===== config.mk =====
export PLATFORM = sky130hd
export DESIGN_NAME = get_param_seq_flat
export DESIGN_NICKNAME = d
export VERILOG_FILES = /design/src/rtl/get_param_seq_if.sv /design/src/rtl/get_param_seq.sv /design/src/flat_wrapper.sv
export SDC_FILE = /design/constraint.sdc
export NUM_CORES = 1
export LEC_CHECK = 0
export BUFFER_PORTS_ARGS = -buffer_cell sky130_fd_sc_hd__clkbuf_2
export CAP_MARGIN = 20
export CORE_ASPECT_RATIO = 0.6
export CORE_MARGIN = 2
export CORE_UTILIZATION = 48
export DETAILED_ROUTE_END_ITERATION = 8
export MAX_ROUTING_LAYER = met4
export PLACE_DENSITY = 0.85
export SLEW_MARGIN = 20
export SYNTH_ARGS = -nofsm -noshare
export SYNTH_HDL_FRONTEND = slang
export SYNTH_SLANG_ARGS = --single-unit

===== constraint.sdc =====
create_clock -name clk -period 2.2 [get_ports clk]
set_input_delay 0.22 -clock clk [delete_from_list [all_inputs] [get_ports clk]]
set_output_delay 0.22 -clock clk [all_outputs]
set_load 0.01 [all_outputs]

===== src/rtl/get_param_seq_if.sv =====
// Read buses of the InexRecur and state regfiles plus the parameter output
// handshake. master = get_param_seq, slave = regfiles and consumer.
interface get_param_seq_if #(
    parameter int PARAM_W = 8,
    parameter int ADDR_W  = 12,
    parameter int POS_W   = 4
);
    localparam int ST_W = 1 + ADDR_W + POS_W;

    logic [4*PARAM_W-1:0] ir_rdata;
    logic                 ir_rd_seq;
    logic                 ir_rd_ran;
    logic [ADDR_W-1:0]    ir_rd_addr;
    logic [ADDR_W-1:0]    ir_cur_addr;

    logic [ST_W-1:0]      st_rdata;
    logic                 st_rd_seq;
    logic                 st_rd_ran;
    logic [ADDR_W-1:0]    st_rd_addr;
    logic [ADDR_W-1:0]    st_cur_addr;

    logic                 out_valid;
    logic                 out_ready;
    logic [PARAM_W-1:0]   i_out;
    logic [PARAM_W-1:0]   z_out;
    logic [PARAM_W-1:0]   k_out;
    logic [PARAM_W-1:0]   l_out;
    logic [ADDR_W-1:0]    addr_out;
    logic [POS_W-1:0]     pos_out;

    modport master (
        input  ir_rdata, ir_cur_addr, st_rdata, st_cur_addr, out_ready,
        output ir_rd_seq, ir_rd_ran, ir_rd_addr,
        output st_rd_seq, st_rd_ran, st_rd_addr,
        output out_valid, i_out, z_out, k_out, l_out, addr_out, pos_out
    );

    modport slave (
        output ir_rdata, ir_cur_addr, st_rdata, st_cur_addr, out_ready,
        input  ir_rd_seq, ir_rd_ran, ir_rd_addr,
        input  st_rd_seq, st_rd_ran, st_rd_addr,
        input  out_valid, i_out, z_out, k_out, l_out, addr_out, pos_out
    );
endinterface


===== src/rtl/get_param_seq.sv =====
// Walks linked parameter records across the InexRecur and state regfiles.
// Optional target range check: define GET_PARAM_RANGE_CHK_EN.
module get_param_seq #(
    parameter int PARAM_W = 8,
    parameter int ADDR_W  = 12,
    parameter int POS_W   = 4,
    parameter int DEPTH   = 4096
) (
    input  logic              clk,
    input  logic              rst,
    input  logic              start,
    input  logic [ADDR_W-1:0] start_addr,
    output logic              busy,
    output logic              done,
    output logic              err,
    get_param_seq_if.master   bus
);
    localparam int ST_W = 1 + ADDR_W + POS_W;

    if (DEPTH < 1 || DEPTH > (1 << ADDR_W)) begin : g_bad_depth
        $error("DEPTH does not fit the regfile address space");
    end

    typedef enum logic [2:0] {IDLE, FETCH, CAPT, OUT, FIN} state_t;

    state_t            state;
    logic              rd_seq;
    logic              rd_ran;
    logic [ADDR_W-1:0] rd_addr;
    logic              jump_q;
    logic [ADDR_W-1:0] target_q;
    logic              stop_walk;

    logic              st_jump;
    logic [ADDR_W-1:0] st_target;
    logic [POS_W-1:0]  st_pos;

    assign st_jump   = bus.st_rdata[ST_W-1];
    assign st_target = bus.st_rdata[POS_W +: ADDR_W];
    assign st_pos    = bus.st_rdata[POS_W-1:0];

    // Both regfiles are driven from the same registers so they stay in lockstep.
    assign bus.ir_rd_seq  = rd_seq;
    assign bus.ir_rd_ran  = rd_ran;
    assign bus.ir_rd_addr = rd_addr;
    assign bus.st_rd_seq  = rd_seq;
    assign bus.st_rd_ran  = rd_ran;
    assign bus.st_rd_addr = rd_addr;

`ifdef GET_PARAM_RANGE_CHK_EN
    localparam logic [ADDR_W:0] DEPTH_L = (ADDR_W+1)'(DEPTH);
    logic err_q;
    logic range_bad;
    assign range_bad = st_jump && ({1'b0, st_target} >= DEPTH_L);
    assign err       = err_q;
    assign stop_walk = (&bus.pos_out) || err_q;
`else
    assign err       = 1'b0;
    assign stop_walk = &bus.pos_out;
`endif

    // NOTE: all state uses non-blocking assignments so every register samples
    // pre-edge values; the output data registers are reset too since reset
    // must clear every output.
    always_ff @(posedge clk) begin
        if (rst) begin
            state         <= IDLE;
            busy          <= 1'b0;
            done          <= 1'b0;
            rd_seq        <= 1'b0;
            rd_ran        <= 1'b0;
            rd_addr       <= '0;
            jump_q        <= 1'b0;
            target_q      <= '0;
            bus.out_valid <= 1'b0;
            bus.i_out     <= '0;
            bus.z_out     <= '0;
            bus.k_out     <= '0;
            bus.l_out     <= '0;
            bus.addr_out  <= '0;
            bus.pos_out   <= '0;
`ifdef GET_PARAM_RANGE_CHK_EN
            err_q         <= 1'b0;
`endif
        end else begin
            rd_seq <= 1'b0;
            rd_ran <= 1'b0;
            done   <= 1'b0;
            case (state)
                IDLE: begin
                    if (start) begin
                        state   <= FETCH;
                        busy    <= 1'b1;
                        rd_ran  <= 1'b1;
                        rd_addr <= start_addr;
`ifdef GET_PARAM_RANGE_CHK_EN
                        err_q   <= 1'b0;
`endif
                    end
                end
                FETCH: state <= CAPT;
                CAPT: begin
                    {bus.i_out, bus.z_out, bus.k_out, bus.l_out} <= bus.ir_rdata;
                    bus.addr_out  <= bus.ir_cur_addr;
                    bus.pos_out   <= st_pos;
                    jump_q        <= st_jump;
                    target_q      <= st_target;
                    bus.out_valid <= 1'b1;
                    state         <= OUT;
`ifdef GET_PARAM_RANGE_CHK_EN
                    if (range_bad) err_q <= 1'b1;
`endif
                end
                OUT: begin
                    if (bus.out_ready) begin
                        bus.out_valid <= 1'b0;
                        if (stop_walk) begin
                            state <= FIN;
                            busy  <= 1'b0;
                            done  <= 1'b1;
                        end else begin
                            state <= FETCH;
                            if (jump_q) begin
                                rd_ran  <= 1'b1;
                                rd_addr <= target_q;
                            end else begin
                                rd_seq  <= 1'b1;
                            end
                        end
                    end
                end
                FIN:     state <= IDLE;
                default: state <= IDLE;
            endcase
        end
    end
endmodule


===== src/flat_wrapper.sv =====
// flat-port wrapper written by rule: the top's interface ports become plain ports
module get_param_seq_flat 
#(
    parameter int PARAM_W = 8,
    parameter int ADDR_W  = 12,
    parameter int POS_W   = 4,
    parameter int DEPTH   = 4096
)
  (clk, rst, start, start_addr, busy, done, err, bus_ir_rdata, bus_ir_cur_addr, bus_st_rdata, bus_st_cur_addr, bus_out_ready, bus_ir_rd_seq, bus_ir_rd_ran, bus_ir_rd_addr, bus_st_rd_seq, bus_st_rd_ran, bus_st_rd_addr, bus_out_valid, bus_i_out, bus_z_out, bus_k_out, bus_l_out, bus_addr_out, bus_pos_out);
  get_param_seq_if #(.PARAM_W(PARAM_W), .ADDR_W(ADDR_W), .POS_W(POS_W)) bus_i ();
  input  logic clk;
  input  logic rst;
  input  logic start;
  input  logic [ADDR_W-1:0] start_addr;
  output logic busy;
  output logic done;
  output logic err;
  input wire logic [$bits(bus_i.ir_rdata)-1:0] bus_ir_rdata;
  input wire logic [$bits(bus_i.ir_cur_addr)-1:0] bus_ir_cur_addr;
  input wire logic [$bits(bus_i.st_rdata)-1:0] bus_st_rdata;
  input wire logic [$bits(bus_i.st_cur_addr)-1:0] bus_st_cur_addr;
  input wire logic [$bits(bus_i.out_ready)-1:0] bus_out_ready;
  output wire logic [$bits(bus_i.ir_rd_seq)-1:0] bus_ir_rd_seq;
  output wire logic [$bits(bus_i.ir_rd_ran)-1:0] bus_ir_rd_ran;
  output wire logic [$bits(bus_i.ir_rd_addr)-1:0] bus_ir_rd_addr;
  output wire logic [$bits(bus_i.st_rd_seq)-1:0] bus_st_rd_seq;
  output wire logic [$bits(bus_i.st_rd_ran)-1:0] bus_st_rd_ran;
  output wire logic [$bits(bus_i.st_rd_addr)-1:0] bus_st_rd_addr;
  output wire logic [$bits(bus_i.out_valid)-1:0] bus_out_valid;
  output wire logic [$bits(bus_i.i_out)-1:0] bus_i_out;
  output wire logic [$bits(bus_i.z_out)-1:0] bus_z_out;
  output wire logic [$bits(bus_i.k_out)-1:0] bus_k_out;
  output wire logic [$bits(bus_i.l_out)-1:0] bus_l_out;
  output wire logic [$bits(bus_i.addr_out)-1:0] bus_addr_out;
  output wire logic [$bits(bus_i.pos_out)-1:0] bus_pos_out;
  assign bus_i.ir_rdata = bus_ir_rdata;
  assign bus_i.ir_cur_addr = bus_ir_cur_addr;
  assign bus_i.st_rdata = bus_st_rdata;
  assign bus_i.st_cur_addr = bus_st_cur_addr;
  assign bus_i.out_ready = bus_out_ready;
  assign bus_ir_rd_seq = bus_i.ir_rd_seq;
  assign bus_ir_rd_ran = bus_i.ir_rd_ran;
  assign bus_ir_rd_addr = bus_i.ir_rd_addr;
  assign bus_st_rd_seq = bus_i.st_rd_seq;
  assign bus_st_rd_ran = bus_i.st_rd_ran;
  assign bus_st_rd_addr = bus_i.st_rd_addr;
  assign bus_out_valid = bus_i.out_valid;
  assign bus_i_out = bus_i.i_out;
  assign bus_z_out = bus_i.z_out;
  assign bus_k_out = bus_i.k_out;
  assign bus_l_out = bus_i.l_out;
  assign bus_addr_out = bus_i.addr_out;
  assign bus_pos_out = bus_i.pos_out;
  get_param_seq #(.PARAM_W(PARAM_W), .ADDR_W(ADDR_W), .POS_W(POS_W), .DEPTH(DEPTH)) u_core (.clk(clk), .rst(rst), .start(start), .start_addr(start_addr), .busy(busy), .done(done), .err(err), .bus(bus_i));
endmodule

==> flow_summary.json, run 1 <==
{
  "status": "finished, final reports clean",
  "synth_area_leader_cell": "dfxtp_1",
  "routedWlPerCell_um": 12.6,
  "drt-initial-drc-count": 144,
  "synthMuxAreaShare": 0.0382,
  "startpoint": "u_core.state[1]",
  "p_leak_nw": 1.87,
  "syn_area_mm2": 0.00314,
  "met1_usage": 0.275,
  "multi_input_area_mm2": 0.00128,
  "met3_usage": 0.0665,
  "fin_crit_ns": 1.75,
  "cts_resized": 0,
  "yosysUniqueCellTypes": 27,
  "rsz0062_at_grt": "no",
  "synth-edff-count": 0,
  "tightest_slew_ns": 0.546,
  "reg2regPathDepth": 5,
  "via_per_inst": 4.94,
  "yosysMostFrequentCell": "nand2_1",
  "cts_buffers": 9,
  "clk_pin_slew_ns": 0.08,
  "drc": 0,
  "fmax_ghz": 0.571,
  "grt_pass1_vias": 2582,
  "antenna_left": 0,
  "post-cts-setup-buffer-count": 0,
  "timing.final.crit_share": 0.796,
  "fp.dieW_um": 108,
  "clock_path_buffers": 2,
  "worstPathArrival_ns": 2.00,
  "synth-main-ff-cell": "dfxtp_1",
  "clockRootBuffer": "clkbuf_8",
  "clock_latency_ns": 0.34,
  "yosysWarnings": 0,
  "grt_max_degree": 52,
  "h-tree-depth": 3,
  "hold_start": "bus_ir_rdata[28]",
  "ir_drop_uv": 441,
  "r2r-start": "u_core.state[1]",
  "cts_tree": "built",
  "antenna_found_initial": 0,
  "start_kind": "flip-flop",
  "worstPathRequired_ns": 2.45,
  "setup-tns-final_ns": 0,
  "synth-seq-cells": 81,
  "hold_path.class": "primary input to flip-flop",
  "first_pass_iters": 4,
  "max_slew_margin": 0.636,
  "crit_fanout": 24,
  "hold_violations": 0,
  "synth_top_cell_area_share": 0.516,
  "setup_viol": 0,
  "synthTopCellsByCount": "nand2_1, dfxtp_1, a21oi_1",
  "syn_avg_cell_area_um2": 8.38,
  "grt_overflow": 0,
  "async_reset_ff_frac": 0,
  "maxCapViolCount": 0,
  "n_antenna_cell": 0,
  "gp_congestion": 0.803,
  "synth_top_family_by_area": "compound AO/OA/AOI/OAI gates",
  "synthSimpleGateAreaFrac": 0.180,
  "synth_fp_nets": 464,
  "synthAdderAreaFrac": 0,
  "dieArea_mm2": 0.00723,
  "pin_count": 169,
  "top_usage_layer": "met2",
  "nets": 593,
  "timing.hold.ws_ns": 0.0898,
  "hpwl_um": 5430,
  "cts_num_sinks": 81,
  "synth_compound_area_frac": 0.187,
  "power.density_mw_per_mm2": 828,
  "finalMaxSlewViolations": 0,
  "critPathCaptureType": "flip-flop",
  "initial_core_util": 0.505,
  "instances_no_fill": 593,
  "synthToLayoutAreaGrowth_pct": 29.4,
  "grt_use_total": 0.223,
  "fin_total_pwr_mw": 3.37,
  "cts_hold_buf": 0,
  "die_y_um": 66.7,
  "hold_depth": 3,
  "criticalPathCategory": "flip-flop to flip-flop",
  "num_rows": 22,
  "synth_cells": 375,
  "post-place-cells": 577,
  "vias": 2927,
  "grtUsageMet2": 0.353,
  "synthTopCellsByArea": "dfxtp_1, nand2_1, a21oi_1",
  "ys_seq_area_frac": 0.516,
  "drive_above_1_share": 0.365,
  "fillers": 552,
  "placeableCoreArea_mm2": 0.00622,
  "grt_pass1_wl_um": 12000,
  "port_buffers": 155,
  "routed_wl_um": 7490,
  "skew_ns": 0.00882,
  "synth_xor_area_frac": 0,
  "seq_area_mm2": 0.00162
}
final timing paths:
check                                  end  slack, ns
hold / removal         u_core.bus.i_out[4]       0.09
setup reg to reg  u_core.bus.ir_rd_addr[9]       0.45
setup / recovery  u_core.bus.ir_rd_addr[9]       0.45
hold reg to reg        u_core.bus.i_out[7]       0.45
routing by layer:
metal  wire [um]  vias up
met2        3380      106
met4          58        0
met1        3450     1318
li1            -     1497
met5           0        -
met3         603        6
layout make-up:
class / count / area share
clock inverters: 3 / 0.0160
clock buffers: 13 / 0.0341
well taps: 84 / 0.0258
inverters: 1 / 0.000923
repair buffers: 162 / 0.210
multi-input cells: 249 / 0.315
flip-flops and latches: 81 / 0.399
cell usage in the layout (no fill, tap or decap), drive strengths merged, types with 2 or more instances in the layout:
cell / instances
a311oi: 12
bufinv: 2
dfxtp: 81
o21ai: 3
a21oi: 76
buf: 8
mux2i: 12
and2: 2
clkbuf: 167
nand2: 126
nor3: 3
nor2: 4
cells by family (layout without fill, tap and decap cells):
family                 Yosys count  count (layout)
and+or+nand+nor                141             141
AOI/OAI and AO/OA               95              95
DFF                             81              81
buffers and inverters           45             179
muxes                           12              12
other                            1               1
report_power, final:
| group | leakage, nW | total (mW) | switching [mW] | internal [mW] |
|---|---|---|---|---|
| clock network | 0.102 | 1.12 | 0.481 | 0.640 |
| logic | 1.10 | 0.594 | 0.340 | 0.254 |
| registers | 0.661 | 1.65 | 0.0764 | 1.58 |
| total | 1.87 | 3.37 | 0.898 | 2.47 |
stage by stage:
stage               worst slack (ns)  area (um2)   util
floorplan                      0.675        3140      -
global placement               0.537        3860  0.621
detailed placement             0.470        3860  0.621
CTS                            0.447        4070  0.654
global route                   0.348        4070  0.654
finish                         0.448        4070  0.654
critical path: stages, from the launching register on:
cell and delay (ns):
dfxtp_1 0.41, or3b_4 0.43, a21oi_4 0.16, buf_4 0.30, a21oi_1 0.12, a311oi_2 0.24
state kept, by name, indices dropped and copies added, names as in the netlist, 3 cells and up:
name / flops
u_core.bus.addr_out: 12
u_core.bus.ir_rd_addr: 12
u_core.target_q: 12
u_core.bus.i_out: 8
u_core.bus.k_out: 8
u_core.bus.l_out: 8
u_core.bus.z_out: 8
u_core.bus.pos_out: 4
u_core.state: 3
Note: power is estimated with default switching activity, not from simulation.
==> inputs of run 2 (changes only) <==
--- a/config.mk
+++ b/config.mk
@@ -9,10 +9,10 @@
 export CAP_MARGIN = 20
 export CORE_ASPECT_RATIO = 0.6
 export CORE_MARGIN = 2
-export CORE_UTILIZATION = 48
+export CORE_UTILIZATION = 40
 export DETAILED_ROUTE_END_ITERATION = 8
 export MAX_ROUTING_LAYER = met4
-export PLACE_DENSITY = 0.85
+export PLACE_DENSITY = 0.76
 export SLEW_MARGIN = 20
 export SYNTH_ARGS = -nofsm -noshare
 export SYNTH_HDL_FRONTEND = slang
==> constraint.sdc (replaced) <==
create_clock -name clk -period 1.6 [get_ports clk]
set_input_delay 0.16 -clock clk [delete_from_list [all_inputs] [get_ports clk]]
set_output_delay 0.16 -clock clk [all_outputs]
set_load 0.01 [all_outputs]
==> run 2 against run 1 <==
Compared with the run above:
- worst hold slack worse by 0.041 ns
- die area is 19% higher
- final cell count is 4.9% higher
- clock skew is 0.0035 ns lower
- sequential cell count stayed put
- largest power group is now the clock network
- largest cell class unchanged
- non-clock buffer count is 10 higher
- power is 61% higher
- global-route usage is 2.5 points lower
- final area is 6.5% higher
- routed wire length is 9.4% higher
- first-iteration DRC count is 10% lower
- utilization is 7.2 points lower
==> flow_summary.json, run 2 (same netlist as run 1, synthesis figures left out) <==
{
  "grt_pass1_vias": 2824,
  "cts_buffers": 9,
  "pin_count": 169,
  "fillers": 685,
  "drive_above_1_share": 0.382,
  "pwr-share-clk": 0.419,
  "p_leak_nw": 1.98,
  "ir_drop_uv": 710,
  "first_pass_iters": 4,
  "criticalPathCategory": "flip-flop to flip-flop",
  "routedWlPerCell_um": 13.2,
  "instances_no_fill": 622,
  "h-tree-depth": 3,
  "initial_core_util": 0.422,
  "antenna_found_initial": 0,
  "vias": 2977,
  "routed_wl_um": 8190,
  "clockRootBuffer": "clkbuf_16",
  "die_y_um": 72.7,
  "nets": 603,
  "cts_num_sinks": 81,
  "cpMaxStageDelayCell": "or3b_4",
  "drc": 0,
  "seq_area_mm2": 0.00162,
  "fp.dieW_um": 118,
  "final_common_cell": "clkbuf_2",
  "hold_violations": 0,
  "crit_fanout": 6,
  "grt_max_degree": 31,
  "p_sw_mw": 1.35,
  "cts_tree": "built",
  "power.density_mw_per_mm2": 1260,
  "num_rows": 24,
  "antenna_left": 0,
  "power_frac_seq": 0.417,
  "clock_latency_ns": 0.32,
  "fin_util": 0.582,
  "setup_viol": 0,
  "hold_path.class": "primary input to flip-flop",
  "start_kind": "flip-flop",
  "skew_ns": 0.00534,
  "gp_congestion": 0.850,
  "p_int_mw": 4.09,
  "dieArea_mm2": 0.00861,
  "maxCapViolCount": 0,
  "worstPathRequired_ns": 1.83,
  "dp_slack_ns": 0.0354,
  "rsz0062_at_grt": "no",
  "status": "finished, final reports clean",
  "fin_crit_ns": 1.52,
  "post-place-cells": 603,
  "port_buffers": 155,
  "max_stage_delay_ns": 0.40,
  "drt-initial-drc-count": 129,
  "final_cell_mix": "clkbuf_2, nand2_1, dfxtp_1",
  "worstPathArrival_ns": 1.75,
  "placeableCoreArea_mm2": 0.00745,
  "via_per_inst": 4.79,
  "n_antenna_cell": 0,
  "grt_use_total": 0.197,
  "clock_path_buffers": 2,
  "cts_hold_buf": 0,
  "fmax_ghz": 0.659,
  "synthToLayoutAreaGrowth_pct": 37.8,
  "timing.final.crit_share": 0.948,
  "worstPathCellList": "or3b_4, a21oi_4, buf_4, a21oi_1, a311oi_2",
  "critPathCaptureType": "flip-flop",
  "setup-tns-final_ns": 0,
  "finalMaxSlewViolations": 0,
  "combinationalPowerShare": 0.164,
  "grt_pass1_wl_um": 13100,
  "setup_ws_ns": 0.0824,
  "hpwl_um": 5930,
  "p_sw_frac": 0.249,
  "clk_pin_slew_ns": 0.06,
  "multi_input_area_mm2": 0.00129,
  "timing.hold.ws_ns": 0.0491,
  "grt_overflow": 0
}
[run 2: cell types whose count changed in the layout (fill, tap and decap cells not counted), moves of 2 or more]
cell and change:
buf_4 +8, clkinvlp_4 +2, buf_12 +2, clkbuf_16 +9, clkbuf_8 -9, clkbuf_1 -3
[run 2: timing repair]
| item | in CTS | in global routing |
|---|---|---|
| endpoints found under the hold margin | 0 | 0 |
| pin swaps | 0 | 4 |
| cloned | 0 | 0 |
| setup endpoints to repair | 10 | 12 |
| buffers inserted | 0 | 4 |
| resized for setup | 1 | 1 |
[run 2: path summary, 6_finish.rpt]
| path | depth (start not counted) | slack, ns | startpoint | endpoint |
|---|---|---|---|---|
| max | 5 | 0.08 | u_core.state[1] | u_core.bus.ir_rd_addr[10] |
| min | 3 | 0.05 | bus_ir_rdata[9] | u_core.bus.k_out[1] |
| max reg2reg | 5 | 0.08 | u_core.state[1] | u_core.bus.ir_rd_addr[10] |
| min reg2reg | 2 | 0.45 | u_core.target_q[9] | u_core.target_q[9] |
[run 2: power by group through the flow]
stage / Combinational [mW] / Clock [mW] / Sequential (mW)
after floorplan: 0.497 / 0 / 2.35
after global placement: 0.852 / 0 / 2.30
after detailed placement: 0.870 / 0 / 2.31
after CTS: 0.874 / 2.33 / 2.27
after global routing: 0.984 / 2.42 / 2.29
final: 0.893 / 2.28 / 2.27
[run 2: through the flow]
stage	area (um2)	total power [mW]
after floorplan	3140	2.85
after global placement	3960	3.16
after detailed placement	3960	3.18
after CTS	4300	5.47
after global routing	4330	5.69
final	4330	5.44
[run 2: final cells by class]
cell class / count / area share
clock buffers: 10 / 0.0528
inverters: 1 / 0.000866
flip-flops and latches: 81 / 0.374
multi-input cells: 249 / 0.298
clock inverters: 5 / 0.0243
well taps: 104 / 0.0300
repair buffers: 172 / 0.220
[run 2: worst max-delay path, delay by kind of cell (launching register included)]
| family | cells | cell delay (ns) |
|---|---|---|
| compound gates | 3 | 0.50 |
| simple gates | 1 | 0.40 |
| flops | 1 | 0.35 |
| buf+inv | 1 | 0.17 |
[run 2: routing by layer]
metal / up-vias / wire (um) / GRT usage / part of all wire
met4: 0 / 62 / 0.0556 / 0.0076
li1: 1518 / - / - / -
met3: 5 / 740 / 0.0672 / 0.090
met5: - / 0 / - / 0
met2: 118 / 3730 / 0.322 / 0.46
met1: 1336 / 3660 / 0.236 / 0.45
